===== src/rtl/alu_seq_ctrl.sv =====
// Multi-cycle fetch/decode sequencer for the 16-bit core: owns PC, IR and all datapath strobes.
// Latency ALU 4 / LI 3 / JMP,illegal 2 cycles; FETCH stalls indefinitely until imem_valid.
module alu_seq_ctrl #(
  parameter int              WIDTH    = 16,
  parameter int              PC_W     = 8,
  parameter logic [PC_W-1:0] RESET_PC = '0
) (
  input  logic             clk,
  input  logic             rst,
  input  logic             start,
  output logic             imem_req,
  output logic [PC_W-1:0]  imem_addr,
  input  logic [15:0]      imem_rdata,
  input  logic             imem_valid,
  output logic [3:0]       rf_ra1,
  output logic [3:0]       rf_ra2,
  output logic [3:0]       rf_wa,
  output logic             rf_we,
  output logic             wb_sel,
  output logic [WIDTH-1:0] imm_out,
  output logic [1:0]       alu_opcode,
  output logic             busy,
  output logic             halted,
  output logic             illegal
);

  typedef enum logic [2:0] {
    S_IDLE,
    S_FETCH,
    S_DECODE,
    S_EXEC,
    S_WB,
    S_HALT
  } state_t;

  localparam logic [3:0] OP_LI   = 4'h4;
  localparam logic [3:0] OP_JMP  = 4'h5;
  localparam logic [3:0] OP_HALT = 4'hF;

  state_t          state, state_nxt;
  logic [PC_W-1:0] pc, pc_nxt;
  logic [15:0]     ir, ir_nxt;
  logic            illegal_nxt;
  logic [3:0]      op;

  assign op = ir[15:12];

  // Register-file and ALU controls are pure IR decodes so they hold from DECODE through WB.
  assign rf_ra1     = ir[7:4];
  assign rf_ra2     = ir[3:0];
  assign rf_wa      = ir[11:8];
  assign alu_opcode = ir[13:12];
  assign imm_out    = WIDTH'(ir[7:0]);
  assign imem_addr  = pc;

  always_ff @(posedge clk or posedge rst) begin
    if (rst) begin
      state   <= S_IDLE;
      pc      <= RESET_PC;
      ir      <= '0;
      illegal <= 1'b0;
    end else begin
      state   <= state_nxt;
      pc      <= pc_nxt;
      ir      <= ir_nxt;
      illegal <= illegal_nxt;
    end
  end

  always_comb begin
    state_nxt   = state;
    pc_nxt      = pc;
    ir_nxt      = ir;
    illegal_nxt = illegal;
    imem_req    = 1'b0;
    rf_we       = 1'b0;
    wb_sel      = 1'b0;
    busy        = 1'b0;
    halted      = 1'b0;

    case (state)
      S_IDLE, S_HALT: begin
        halted = (state == S_HALT);
        if (start) begin
          state_nxt   = S_FETCH;
          pc_nxt      = RESET_PC;
          illegal_nxt = 1'b0;
        end
      end

      S_FETCH: begin
        busy     = 1'b1;
        imem_req = 1'b1;
        if (imem_valid) begin
          ir_nxt    = imem_rdata;
          pc_nxt    = pc + PC_W'(1);
          state_nxt = S_DECODE;
        end
      end

      S_DECODE: begin
        busy = 1'b1;
        if (op[3:2] == 2'b00) begin
          state_nxt = S_EXEC;
        end else if (op == OP_LI) begin
          state_nxt = S_WB;
        end else if (op == OP_JMP) begin
          pc_nxt    = PC_W'(ir[7:0]);
          state_nxt = S_FETCH;
        end else if (op == OP_HALT) begin
          state_nxt = S_HALT;
        end else begin
          // Unknown opcodes flag and fall through as a NOP.
          illegal_nxt = 1'b1;
          state_nxt   = S_FETCH;
        end
      end

      S_EXEC: begin
        busy      = 1'b1;
        state_nxt = S_WB;
      end

      S_WB: begin
        busy      = 1'b1;
        rf_we     = 1'b1;
        wb_sel    = (op == OP_LI);
        state_nxt = S_FETCH;
      end

      default: begin
        state_nxt = S_IDLE;
      end
    endcase
  end

endmodule


===== config.mk =====
export PLATFORM = sky130hd
export DESIGN_NAME = alu_seq_ctrl
export DESIGN_NICKNAME = d
export VERILOG_FILES = /design/src/rtl/alu_seq_ctrl.sv
export SDC_FILE = /design/constraint.sdc
export NUM_CORES = 1
export LEC_CHECK = 0
export ABC_CLOCK_PERIOD_IN_PS = 3700
export CORE_ASPECT_RATIO = 1.25
export CORE_MARGIN = 2
export CORE_UTILIZATION = 49
export CTS_BUF_LIST = sky130_fd_sc_hd__clkbuf_4
export DETAILED_ROUTE_END_ITERATION = 8
export PLACE_DENSITY = 0.95
export SLEW_MARGIN = 10
export SYNTH_ARGS = -nofsm -noshare
export SYNTH_HDL_FRONTEND = slang
export SYNTH_SLANG_ARGS = --single-unit

===== constraint.sdc =====
create_clock -name clk -period 3.7 [get_ports clk]
set_input_delay 0.74 -clock clk [delete_from_list [all_inputs] [get_ports clk]]
set_output_delay 0.74 -clock clk [all_outputs]
set_load 0.02 [all_outputs]

# Yosys cells after proc, flatten, opt, wreduce, memory -nomap -nowiden
# Index checks and enable logic that the tools add are counted.
# totals
register_bits	28
inputBits	20
out_inout_bits	44
# classes
addsub	1
reduce_logical	10
eq_ne	15
n_mux	24
# ops
cell	n
two-way mux 8 bit	5
case mux 8 bit (3 select lines)	1
two-way mux 3 bit	6
case mux 3 bit (5 select lines)	1
inequality test 2 bit (second input constant)	7
AND reduction 6 bit	2
two-way mux 1 bit	10
adder 8 x 1 -> 8 bit (second input constant)	1
== test 4 x 3 -> 1 bit (second input constant)	2
== test 3 x 2 -> 1 bit (second input constant)	2
== test 3 bit (second input constant)	2
== test 4 bit (second input constant)	1
AND reduction 2 bit	2
OR reduction 4 bit	1
== test 3 x 1 -> 1 bit (second input constant)	1
logical NOT 3 bit	1
nonzero test 3 bit	1
logical NOT 2 bit	1
case mux 1 bit (2 select lines)	1
nonzero test 2 bit	1
OR reduction 2 bit	1

# Depth between registers and ports, before layout
# logic_depth
ltp_word	6
mapped_depth	7
depth_no_buf	5

# Worst setup path after synthesis
# OpenSTA, ideal clock, no wires.
# synth_path
path_type	register -> output
startpoint	register ir[15]
endpoint	output port wb_sel
path_buffers	0
required_time_ns	2.960
setup_slack_ns	1.347
arrival_time_ns	1.613
path_stages_with_launch	3
path_cell_list	dfrtp_1 -> or4b_1 -> nor4_1
# synth_via
elab_chain_len	2
# synth_lines
element	line_no	text
from (decl)	42	logic [15:0] ir, ir_nxt;
from (signal assigned)	65	ir <= ir_nxt;
== test 4 x 3 -> 1 bit	127	wb_sel = (op == OP_LI);
two-way mux 1 bit	81	case (state)
to (decl)	19	output logic wb_sel,
# No other way between the ends.

# Worst setup path after layout
# layout_path
startpoint	register state[0]
endpoint	output port imem_req
# layout_via
elab_chain_len	2
# layout_lines
element	line_no	text
from (decl)	40	state_t state, state_nxt;
from (signal assigned)	63	state <= state_nxt;
== test 3 x 1 -> 1 bit	81	
two-way mux 1 bit	81	
to (decl)	11	output logic imem_req,
# No other way between the ends.

==> run summary <==
=================================================================================
Total of cells resized after clock tree synthesis                               0
Ordered cell list for the critical path                              or3b_1, inv_1, clkdlybuf4s50_1
Number of global-route vias before repair                                    1245
Number of rows in the core area                                                24
Cell chosen for the clock root                                       sky130_fd_sc_hd__clkbuf_4
Die height                                                               70.11 um
Number of DRC markers in iteration 0                                           27
Vias after detailed routing                                                  1289
CTS Buf Count                                                                   3
Combined flip-flop and latch cell area                                  700.7 um2
Met2 WL                                                                   1791 um
Length of routed met3 wiring                                               165 um
Required time worst endpoint                                              2960 ps
RSZ-0062 raised after global routing                                           no
Design Area, Final                                                       2100 um2
Most numerous cell in the Yosys netlist                              sky130_fd_sc_hd__buf_4
Total power per unit cell area                                       945.8 nW/um2
Fillers                                                                       310
Post-Route Utilization                                                     0.6133
Iteration count of the initial detailed-routing pass                            4
Port buffer count                                                              55
Kind of launch point of the worst setup path                                 flop
Wire length of the first global-routing pass                              5789 um
Count of synthesis-stage warnings from yosys                                    0
Clock network fraction of total power                                       0.062
Critical path class                                                  flop to output port
Avg Inst Size Synth                                                     10.38 um2
Area grow syn2layout                                                       22.57%
Top cells by instance count after synthesis                          32 x sky130_fd_sc_hd__buf_4, 28 x sky130_fd_sc_hd__dfrtp_1, 16 x sky130_fd_sc_hd__mux2_1, 8 x sky130_fd_sc_hd__nor2_1, 7 x sky130_fd_sc_hd__a21oi_1
Peak ir drop on the vdd network                                         0.6425 mV
Post-synthesis sequential area ratio                                       0.4091
Period Utilization, post-route                                             0.8446
Class of the tightest hold or removal check                          flop to flop
Area used by multi-input combinational logic                            754.5 um2
Clock tree from TritonCTS                                                    done
Area fraction of the dominant cell type after synthesis                    0.4091
Synthesized instance count                                                    165
Number of synthesized flops with an enable pin                                  0
Core Area                                                                3423 um2
Primary FF master, synth                                             sky130_fd_sc_hd__dfrtp_1
Count of clock tree sinks                                                      28
Top layer used by detailed routing                                           met4
Switching pwr                                                            903.5 uW
Share of total power in sequential cells                                    0.325
Number of vias per cell after detailed routing                              5.556
Power Internal                                                           1.082 mW
Initial cell density of the core                                           0.5004
Count of inserted antenna diode cells                                           0
Fin. max-slew vios                                                              0
HPWL Detailed                                                             2554 um
Leak Pwr                                                                0.8544 nW
Placed cell areas                                                        2077 um2
Run status                                                           finished clean
WL met1                                                                   1331 um
Setup violators final                                                           0
Number of nets in the layout                                                  216
Type of element capturing the critical path                           output port
DRC violations left                                                             0
Ys async rst share                                                          1.000
Total gr overflow                                                               0
Routed Wire Length                                                        3375 um
DIE AREA                                                                 3988 um2
Dpl cells                                                                     229
Clk slew on worst S/H paths                                                130 ps
Minimum clock period after layout                                         3125 ps
Hold violation count in the final report                                        0
Number of synthesized register bits                                            28
Max-capacitance violation count                                                 0
Largest cells by area after synthesis                                sky130_fd_sc_hd__dfrtp_1 41%, sky130_fd_sc_hd__buf_4 14%, sky130_fd_sc_hd__mux2_1 11%, sky130_fd_sc_hd__o41ai_1 3.1%, sky130_fd_sc_hd__a21oi_1 2.0%
Fmax                                                                    320.0 MHz
Library cell occupying the most area in the post-synthesis netlist   sky130_fd_sc_hd__dfrtp_1
Transition time at the pin with the least slew margin                     1031 ps
Routability congestion estimate                                            0.7960
Part of the total power dissipated in combinational logic                   0.614
Mapped Area                                                              1713 um2
Crit path max-delay cell type                                        sky130_fd_sc_hd__dfrtp_1
Skew final                                                               9.239 ps
Worst-path fanout max                                                          15
Clk_lat worst skew                                                         330 ps
Proportion of layout cells with a drive suffix above 1                    0.05699
Number of cells in the finished layout apart from fillers                     232
Largest net degree at the start of global routing                              29
Setup bufs post-CTS                                                             0
Switch share                                                               0.4550
Crit path arrival time                                                    2390 ps
Hold-fix buffer count after cts                                                 0
Setup total negative slack                                                   0 ps
Ports                                                                          64
Number of antenna violations at the first check in global routing               0
Number of buffers on the longest clock path                                     2
Global-route usage over all layers                                         0.1831
Mean routed wirelength per cell                                          14.55 um
Crit path largest cell delay                                               640 ps
Number of nets with antenna violations after routing                            0
Worst max-slew margin expressed relative to the limit                      0.3120
H-tree Lvls                                                                     1
Post-synthesis cell type count                                                 42
Horizontal die dimension                                                 56.88 um
=================================================================================
layout by cell type, fill, tap and decap left out, drive strengths merged, types with 6 or more instances in the layout:
master,count
a21oi,7
clkdlybuf4s50,55
conb,8
dfrtp,28
inv,6
mux2,19
nor2,9
o21ai,7
o41ai,6
flip-flops by register name (all words and copies together), names as in the netlist:
register / count
ir: 16
illegal: 1
state: 3
imem_addr: 8
worst paths after layout:
check / cells past startpoint / from / slack (ps) / end
min in group asynchronous: 2 / rst / 940 / state[1]
max reg2reg: 3 / state[0] / 1440 / ir[0]
max in group asynchronous: 2 / rst / 2140 / ir[6]
max: 3 / state[0] / 570 / imem_req
min reg2reg: 1 / ir[10] / 500 / ir[10]
min: 1 / ir[10] / 500 / ir[10]
critical path, delay by kind of cell (launching register included):
kind / cells / cell delay (ps)
buf+inv: 2 / 780
simple gates: 1 / 640
flops: 1 / 640
kinds of logic after synthesis:
family / after synthesis / share of synthesized area
flops: 28 / 0.4091
simple gates: 36 / 0.1235
compound gates: 34 / 0.1432
mux: 19 / 0.1293
xor+xnor: 3 / 0.01973
other cells: 1 / 0.002189
buf+inv: 43 / 0.1658
fa+ha+maj: 1 / 0.007303
stage by stage:
step | worst slack [ps] | power (mW) | hold slack, ps
final | 574.8 | 1.986 | 504.3
after global routing | 435.3 | 2.123 | 530.3
after CTS | 575.3 | 2.006 | 512.9
after detailed placement | 950.4 | 1.879 | 481.9
after global placement | 1009 | 1.837 | 467.4
after floorplan | 1347 | 1.564 | 459.4
per-layer routing:
| layer | up-vias | track usage |
|---|---|---|
| li1 | 616 | - |
| met2 | 44 | 0.3193 |
| met5 | - | 0 |
| met4 | 0 | 0.08527 |
| met3 | 7 | 0.02037 |
| met1 | 622 | 0.2218 |
layout make-up:
| class | instances | share of cell area |
|---|---|---|
| flip-flops and latches | 28 | 0.3337 |
| multi-input cells | 101 | 0.3594 |
| inverters | 6 | 0.01073 |
| well taps | 39 | 0.02324 |
| clock buffers | 3 | 0.01073 |
| repair buffers | 55 | 0.2622 |
power groups by stage:
stage	Combinational [mW]	Sequential [mW]	Clock (mW)
after floorplan	0.941	0.622	0
after global placement	1.20	0.638	0
after detailed placement	1.23	0.653	0
after CTS	1.23	0.645	0.128
after global routing	1.31	0.676	0.136
final	1.22	0.645	0.122
(Power assumes the default switching activity.)
